--- src/rtl/time_entry_ctrl.sv ---
// Keypad time-entry controller: collects four BCD digits and loads them as
// the current time or the alarm time, with an inactivity timeout.
module time_entry_ctrl #(
   parameter int unsigned TIMEOUT_S = 10
) (
   input  logic       clk,
   input  logic       reset,
   input  logic       one_second,
   input  logic       key_valid,
   input  logic [3:0] key,
   output logic [3:0] new_current_time_ms_hr,
   output logic [3:0] new_current_time_ls_hr,
   output logic [3:0] new_current_time_ms_min,
   output logic [3:0] new_current_time_ls_min,
   output logic       load_new_c,
   output logic       load_new_a,
   output logic       show_new_time,
   output logic       show_a,
   output logic       entry_error
);

   localparam int unsigned TMO_W   = (TIMEOUT_S > 1) ? $clog2(TIMEOUT_S) : 1;
   localparam int unsigned CNT_W   = 3;
   localparam int unsigned DIG_W   = 16;
   localparam logic [3:0] KEY_ALARM = 4'd10;
   localparam logic [3:0] KEY_TIME  = 4'd11;

   typedef enum logic [1:0] {
      IDLE       = 2'd0,
      ENTRY      = 2'd1,
      SHOW_ALARM = 2'd2
   } state_t;

   state_t             state_q, state_d;
   logic [DIG_W-1:0]   digits_q, digits_d;
   logic [CNT_W-1:0]   cnt_q, cnt_d;
   logic [TMO_W-1:0]   tmo_q, tmo_d;
   logic               load_c_d, load_a_d, err_d, show_new_d, show_a_d;

   logic is_digit, is_alarm, is_time, time_ok, tmo_last;

   assign is_digit = key_valid && (key <= 4'd9);
   assign is_alarm = key_valid && (key == KEY_ALARM);
   assign is_time  = key_valid && (key == KEY_TIME);
   assign tmo_last = (tmo_q == TMO_W'(TIMEOUT_S - 1));

   // Entered digits form a legal 24-hour HH:MM time
   always_comb begin
      time_ok = (digits_q[15:12] <= 4'd2) &&
                ((digits_q[15:12] == 4'd2) ? (digits_q[11:8] <= 4'd3)
                                           : (digits_q[11:8] <= 4'd9)) &&
                (digits_q[7:4] <= 4'd5) && (digits_q[3:0] <= 4'd9);
   end

   // Next-state and registered-output logic
   always_comb begin
      state_d  = state_q;
      digits_d = digits_q;
      cnt_d    = cnt_q;
      tmo_d    = tmo_q;
      load_c_d = 1'b0;
      load_a_d = 1'b0;
      err_d    = 1'b0;

      unique case (state_q)
         IDLE: begin
            if (is_digit) begin
               digits_d = {12'd0, key};
               cnt_d    = CNT_W'(1);
               state_d  = ENTRY;
            end else if (is_alarm) begin
               state_d = SHOW_ALARM;
            end
         end
         SHOW_ALARM: begin
            if (is_digit) begin
               digits_d = {12'd0, key};
               cnt_d    = CNT_W'(1);
               state_d  = ENTRY;
            end else if (is_alarm) begin
               state_d = IDLE;
            end else if (is_time) begin
               tmo_d = '0;
            end else if (one_second) begin
               if (tmo_last) state_d = IDLE;
               else          tmo_d   = tmo_q + TMO_W'(1);
            end
         end
         ENTRY: begin
            if (is_digit) begin
               digits_d = {digits_q[11:0], key};
               if (cnt_q != CNT_W'(4)) cnt_d = cnt_q + CNT_W'(1);
               tmo_d = '0;
            end else if (is_time || is_alarm) begin
               state_d = IDLE;
               if ((cnt_q == CNT_W'(4)) && time_ok) begin
                  load_c_d = is_time;
                  load_a_d = is_alarm;
               end else begin
                  err_d = 1'b1;
               end
            end else if (one_second) begin
               if (tmo_last) state_d = IDLE;
               else          tmo_d   = tmo_q + TMO_W'(1);
            end
         end
         default: state_d = IDLE;
      endcase

      // Any state change restarts the inactivity window
      if (state_d != state_q) tmo_d = '0;

      show_new_d = (state_d == ENTRY);
      show_a_d   = (state_d == SHOW_ALARM);
   end

   always_ff @(posedge clk) begin
      if (reset) begin
         state_q       <= IDLE;
         digits_q      <= '0;
         cnt_q         <= '0;
         tmo_q         <= '0;
         load_new_c    <= 1'b0;
         load_new_a    <= 1'b0;
         entry_error   <= 1'b0;
         show_new_time <= 1'b0;
         show_a        <= 1'b0;
      end else begin
         state_q       <= state_d;
         digits_q      <= digits_d;
         cnt_q         <= cnt_d;
         tmo_q         <= tmo_d;
         load_new_c    <= load_c_d;
         load_new_a    <= load_a_d;
         entry_error   <= err_d;
         show_new_time <= show_new_d;
         show_a        <= show_a_d;
      end
   end

   assign new_current_time_ms_hr  = digits_q[15:12];
   assign new_current_time_ls_hr  = digits_q[11:8];
   assign new_current_time_ms_min = digits_q[7:4];
   assign new_current_time_ls_min = digits_q[3:0];

endmodule
--- config.mk ---
export PLATFORM = sky130hd
export DESIGN_NAME = time_entry_ctrl
export DESIGN_NICKNAME = d
export VERILOG_FILES = /design/src/rtl/time_entry_ctrl.sv
export SDC_FILE = /design/constraint.sdc
export NUM_CORES = 1
export LEC_CHECK = 0
export CORE_MARGIN = 3
export CORE_UTILIZATION = 55
export CTS_CLUSTER_DIAMETER = 50
export DETAILED_ROUTE_END_ITERATION = 10
export DONT_BUFFER_PORTS = 1
export GPL_TIMING_DRIVEN = 1
export PLACE_DENSITY = 0.7
export SETUP_SLACK_MARGIN = 0.2
export SYNTH_ARGS = -nofsm -noshare
export SYNTH_HDL_FRONTEND = slang
export SYNTH_SLANG_ARGS = --single-unit
--- constraint.sdc ---
create_clock -name clk -period 1.31 [get_ports clk]
set_input_delay 0.262 -clock clk [delete_from_list [all_inputs] [get_ports clk]]
set_output_delay 0.262 -clock clk [all_outputs]
set_load 0.02 [all_outputs]
==> impl_metrics.tcl, run 1 <==
set metrics [dict create \
    status "finished with violations" \
    failing_checks "setup timing" \
    num_antenna_cells 0 \
    design.core.area_um2 2300 \
    comb_power_share_pct 17.0 \
    ios 29 \
    nets_in_the_synthesized_netlist 171 \
    routed_wl_mm 6.00 \
    finish.net_count 212 \
    path_max_fanout 6 \
    min_period_over_period_pct 124 \
    switching_power_mw 0.556 \
    max_freq_mhz 614 \
    die_y_um 56.1 \
    worstHoldPathCells 2 \
    syn_area_um2 1380 \
    end_kind "register" \
    max-vdd-ir-drop_mv 1.02 \
    worstPathArrival_ns 1.91 \
    synth_seq_cells 30 \
    ant_nets 0 \
    clkSinkCount 30 \
    p_sw_share_pct 29.4 \
    max_cap_viol_count 0 \
    ff2ff_path_depth 6 \
    routed-via-count 1676 \
    rsz_0062_raised_after_global_routing "true" \
    synthesis.area_per_instance_um2 8.70 \
    floorplan.die.width_um 56.1 \
    grt_start_max_net_pins 23 \
    post_route_drc 0 \
    final_report_hold_violation_count 0 \
    min-delay-path-class "primary input to register" \
    worstSetupStartpointType "register" \
    timing.critical_path.required_ns 1.59 \
    power_per_cell_area_nw_per_um2 872 \
    max_slew.worst_pin.slew_ns 0.936 \
    timing.final.max_slew_violations 0 \
    synth_common_cells "30 x dfxtp_1, 20 x nor2_1, 18 x nand2_1" \
    finalClockSkew_ns 0.00671 \
    yosysMostFrequentCell "dfxtp_1" \
    cell_count_after_synthesis 159 \
    place_congestion 0.869 \
    synth.lib_cells_used.distinct 34 \
    seq_power_share_pct 50.5 \
    design_power_total_mw 1.89 \
    n_fill_cell 71 \
    root_buffer "clkbuf_4" \
    core.rowCount 17 \
    wire_length_of_the_first_global_routing_pass_mm 7.67 \
    synth_ff_type "dfxtp_1" \
    grt_pass1_vias 1525 \
    clock_buffers_created_by_tritoncts 5 \
    worst_setup_hold_path_clk_slew_ns 0.11 \
    cts.htree.levels 2 \
    slew_headroom_pct 37.6 \
    io_buffer_count 0 \
    report.final.setup_viol 15 \
    cts_tree "built" \
    detail_route.vias_per_cell 7.32 \
    synthToLayoutAreaGrowth_pct 56.7 \
    grt_antenna_before_repair 0 \
    synth_edf_count 0 \
    post-route-worst-setup-slack_ns -0.317 \
    dp_hpwl_mm 2.59 \
    dp_worst_setup_slack_ns -0.0641 \
    fin_setup_tns_ns -1.44 \
    initial_core_util_pct 60.2 \
    design.die.area_um2 3150 \
    grt_usage_pct 31.9 \
    yosysSeqAreaShare_pct 43.4 \
    drtIter0Drc 148 \
    yosys-top-cells-area "dfxtp_1 43%, a22oi_1 7.1%, nor2_1 5.4%" \
    start_to_end_type_of_the_worst_setup_path "register to register" \
    gr-total-overflow 0 \
    drt-wirelength-per-cell_um 26.2 \
    share_clk_of_total_power_pct 32.5 \
    layout-drive-gt1-share_pct 58.2 \
    synth-warning-count 0 \
    asyncSetResetFlopFracSynth_pct 0 \
    synth.largest_area_cell "dfxtp_1" \
    clock_insertion_delay_worst_skew_ns 0.35 \
    min_period_ns 1.63 \
    dr.pass1.iters 5 \
    synth.top_cell.area_share_pct 43.4 \
    power.internal_mw 1.33 \
    total_leakage_power_nw 0.799 \
    max-clock-path-buffers 2 \
]
sequential cells by signal, indices dropped and copies added (netlist names):
signal         flops
load_new_c         1
load_new_a         1
show_a             1
entry_error        1
show_new_time      1
digits_q          16
state_q            2
cnt_q              3
tmo_q              4
logic make-up after synthesis:
family,after synthesis,share of synthesized area (%)
compound gates,48,23.0
xor+xnor,1,0.634
fa+ha+maj,4,3.62
buf+inv,12,5.34
flops,30,43.4
simple gates,64,24.0
worst max-delay path: stages, from the launching register on:
cell	delay, ns
dfxtp_4	0.40
nor2b_4	0.14
buf_4	0.13
buf_4	0.14
o21ai_0	0.39
nand3_1	0.21
a21oi_2	0.16
final cells by class:
type	count	area [µm²]	share of cell area (%)
repair buffers	43	445	20.6
clock buffers	7	55.1	2.54
well taps	28	35.0	1.62
multi-input cells	117	977	45.1
flip-flops and latches	30	637	29.4
clock inverters	1	5.00	0.231
inverters	3	11.3	0.520
worst paths after layout:
path | startpoint | end | slack, ns
min reg2reg | cnt_q[0] | cnt_q[0] | 0.60
max reg2reg | state_q[0] | tmo_q[3] | -0.32
max | state_q[0] | tmo_q[3] | -0.32
min | key[3] | digits_q[3] | 0.04
cells in the final DEF, fill, tap and decap left out, types with 2 or more instances in the layout:
cell / count
nand4_1: 2
dfxtp_1: 9
nand2b_4: 2
a31oi_4: 2
ha_4: 2
nor2_2: 3
nor3_1: 3
nand4b_1: 3
a31oi_1: 5
nand3_4: 4
inv_2: 2
a21oi_1: 10
o21ai_0: 2
clkbuf_4: 5
ha_1: 2
a21oi_2: 3
buf_12: 3
buf_6: 16
and3_4: 2
dfxtp_2: 17
a221oi_2: 2
nand2_1: 16
a22oi_2: 13
nand3_1: 4
buf_4: 22
dfxtp_4: 4
nor2_1: 17
o21ai_1: 3
what timing repair did:
action / in CTS / in global routing
endpoints found under the hold margin: 22 / 0
setup buffers: 7 / 6
hold buffers: 1 / 0
cloned: 1 / 0
pin swaps: 14 / 11
endpoints found under the setup margin: 31 / 46
gates resized for setup: 33 / 39
per-stage QoR:
stage | utilization [%] | instances | hold slack (ns) | cell area [µm²]
4_1_cts | 87.1 | 223 | 0.0512 | 2000
6_report | 94.3 | 229 | 0.0419 | 2170
3_3_place_gp | 73.6 | 206 | 0.334 | 1690
2_1_floorplan | - | 159 | 0.341 | 1520
5_1_grt | 94.3 | 229 | 0.0443 | 2170
3_5_place_dp | 73.6 | 206 | 0.336 | 1690
power groups by stage:
stage,Combinational [mW],Clock (mW),Sequential [mW]
4_1_cts,0.248,0.582,0.949
3_3_place_gp,0.180,0,0.969
6_report,0.321,0.614,0.953
3_5_place_dp,0.185,0,0.970
5_1_grt,0.331,0.645,0.954
2_1_floorplan,0.145,0,0.975
metal layers:
layer	wire length, µm	global-route usage [%]	vias up
met3	655	12.5	60
met1	2140	35.8	780
met4	461	11.5	0
met5	0	0	-
li1	-	-	670
met2	2740	54.3	166
Power figures use the tool's default switching activity.
==> run 2, diff against run 1 <==
Settings changed: PLACE_DENSITY 0.7 to not set, PLACE_DENSITY_LB_ADDON set to 0.05.
==> run 2 against run 1 <==
  * The run still ends with setup timing left
  * Via count is 10% lower
  * Design area shrank 1.1%
  * Hold slack worse by 0.0087 ns
  * Fmax is 7.8% higher
  * Count of clock-buffer cells in the layout up 1
  * Non-clock buffer count decreased by 6
  * Critical path depth is 1 higher
  * Power grew 2.6%
  * Utilization down 1.0 points
  * First-iteration DRC count is 46% lower
  * Critical path type unchanged
  * Largest power group unchanged
  * Highest routed layer unchanged
==> impl_metrics.tcl, run 2 (synthesis gave the netlist of run 1 again) <==
set metrics [dict create \
    design.core.area_um2 2300 \
    cts.htree.levels 2 \
    grt_usage_pct 26.4 \
    end_kind "register" \
    dp_worst_setup_slack_ns -0.104 \
    dp_hpwl_mm 2.60 \
    synthToLayoutAreaGrowth_pct 54.9 \
    clkSinkCount 30 \
    crit_chain "inv_2 -> ha_4 -> nand4b_1 -> nor2_1 -> a21oi_1 -> a22oi_2 -> a311oi_1" \
    worst_setup_hold_path_clk_slew_ns 0.09 \
    grt_start_max_net_pins 22 \
    start_to_end_type_of_the_worst_setup_path "register to register" \
    clock_insertion_delay_worst_skew_ns 0.34 \
    path_max_fanout 4 \
    critical-path-slowest-cell "dfxtp_2" \
    max_freq_mhz 662 \
    finalClockSkew_ns 0.00630 \
    fin_setup_tns_ns -0.871 \
    gr-total-overflow 0 \
    dr.pass1.iters 4 \
    failing_checks "setup timing" \
    cp_slowest_stage_delay_ns 0.34 \
    most_frequent_cells_in_the_layout "19 x nor2_1, 18 x buf_6, 17 x dfxtp_2" \
    worstSetupStartpointType "register" \
    worstHoldPathCells 2 \
    routed-via-count 1501 \
    timing.critical_path.required_ns 1.53 \
    place_congestion 0.861 \
    mostFrequentLayoutCell "nor2_1" \
    post_route_drc 0 \
    finish.net_count 207 \
    io_buffer_count 0 \
    final_report_hold_violation_count 0 \
    layout-drive-gt1-share_pct 59.7 \
    status "finished with violations" \
    clock_buffers_created_by_tritoncts 5 \
    switching_power_mw 0.516 \
    slew_headroom_pct 39.5 \
    grt_pass1_vias 1352 \
    timing.final.max_slew_violations 0 \
    max-vdd-ir-drop_mv 0.877 \
    fin_util_pct 93.2 \
    ff2ff_path_depth 7 \
    max_cap_viol_count 0 \
    cts_tree "built" \
    core.rowCount 17 \
    power.internal_mw 1.42 \
    num_antenna_cells 0 \
    p_sw_share_pct 26.7 \
    max-clock-path-buffers 2 \
    drtIter0Drc 80 \
    routed_wl_mm 4.65 \
    flip_flop_count_of_the_largest_register_after_layout 16 \
    worstPathArrival_ns 1.73 \
    min_period_ns 1.51 \
    min-delay-path-class "primary input to register" \
    root_buffer "clkbuf_4" \
    max_flop_register "digits_q" \
    power_per_cell_area_nw_per_um2 904 \
    floorplan.die.width_um 56.1 \
    wire_length_of_the_first_global_routing_pass_mm 6.65 \
    seq_power_share_pct 49.2 \
    total_leakage_power_nw 0.782 \
    die_y_um 56.1 \
    final-instance-count-excl-fill 224 \
    share_clk_of_total_power_pct 36.4 \
    rsz_0062_raised_after_global_routing "true" \
    detail_route.vias_per_cell 6.70 \
    dpl.cell_count 206 \
    report.final.setup_viol 8 \
    ant_nets 0 \
    comb_power_share_pct 14.4 \
    min_period_over_period_pct 115 \
    design.die.area_um2 3150 \
    drt-wirelength-per-cell_um 20.8 \
    max_slew.worst_pin.slew_ns 0.907 \
    ios 29 \
    worst_hold_slack_ns 0.0331 \
    initial_core_util_pct 60.2 \
    grt_antenna_before_repair 0 \
    largest_registers "digits_q x16, tmo_q x4, cnt_q x3" \
    post-route-worst-setup-slack_ns -0.200 \
]
## run 2: cell types whose count changed in the layout (fill, tap and decap cells not counted), sizes merged
cell	delta
buf	-8
clkbuf	+2
clkinv	-1
dlygate4sd3	+1
nand3	+1
## run 2: final cells by class
cell class | count | area, µm²
Clock buffer | 8 | 78.8
Inverter | 3 | 11.3
Fill cell | 76 | 155
Sequential cell | 30 | 633
Tap cell | 28 | 35.0
Timing Repair Buffer | 37 | 378
Multi-Input combinational cell | 118 | 1010
## run 2: final timing paths
path / from / end / slack, ns
setup / recovery: tmo_q[1] / tmo_q[0] / -0.20
setup reg to reg: tmo_q[1] / tmo_q[0] / -0.20
hold / removal: key[0] / digits_q[0] / 0.03
hold reg to reg: state_q[0] / state_q[0] / 0.55
## run 2: power by group through the flow
| stage | clock, mW | combinational [mW] | sequential [mW] |
|---|---|---|---|
| floorplan | 0 | 0.145 | 0.975 |
| global placement | 0 | 0.169 | 0.969 |
| detailed placement | 0 | 0.174 | 0.971 |
| CTS | 0.686 | 0.212 | 0.952 |
| global route | 0.732 | 0.296 | 0.955 |
| finish | 0.704 | 0.279 | 0.953 |
## run 2: per-stage QoR
step           cell area [µm²]  total power, mW
2_1_floorplan             1520             1.12
3_3_place_gp              1680             1.14
3_5_place_dp              1680             1.14
4_1_cts                   1890             1.85
5_1_grt                   2140             1.98
6_report                  2140             1.94
## run 2: critical path: cells and delay by family, from the launching register on
family                     cells  cell delay, ns
AOI/OAI and AO/OA              3            0.51
DFF                            1            0.34
adders and majority gates      1            0.12
and+or+nand+nor                2            0.36
buffers and inverters          1            0.06
## run 2: repair_timing
| action | CTS | global route |
|---|---|---|
| setup buffers | 2 | 4 |
| endpoints found under the hold margin | 21 | 1 |
| resized for setup | 25 | 55 |
| cloned | 1 | 1 |
| endpoints found under the setup margin | 32 | 43 |
| pin swaps | 9 | 19 |
| hold buffers | 1 | 1 |
## run 2: routing by layer
layer  track usage (%)  share of wire, %  vias to the layer above
met5                 0                 0                        -
met4              9.83               4.8                        0
met3              6.73               7.8                       30
met2              43.4                48                       81
met1              33.1                40                      728
li1                  -                 -                      662
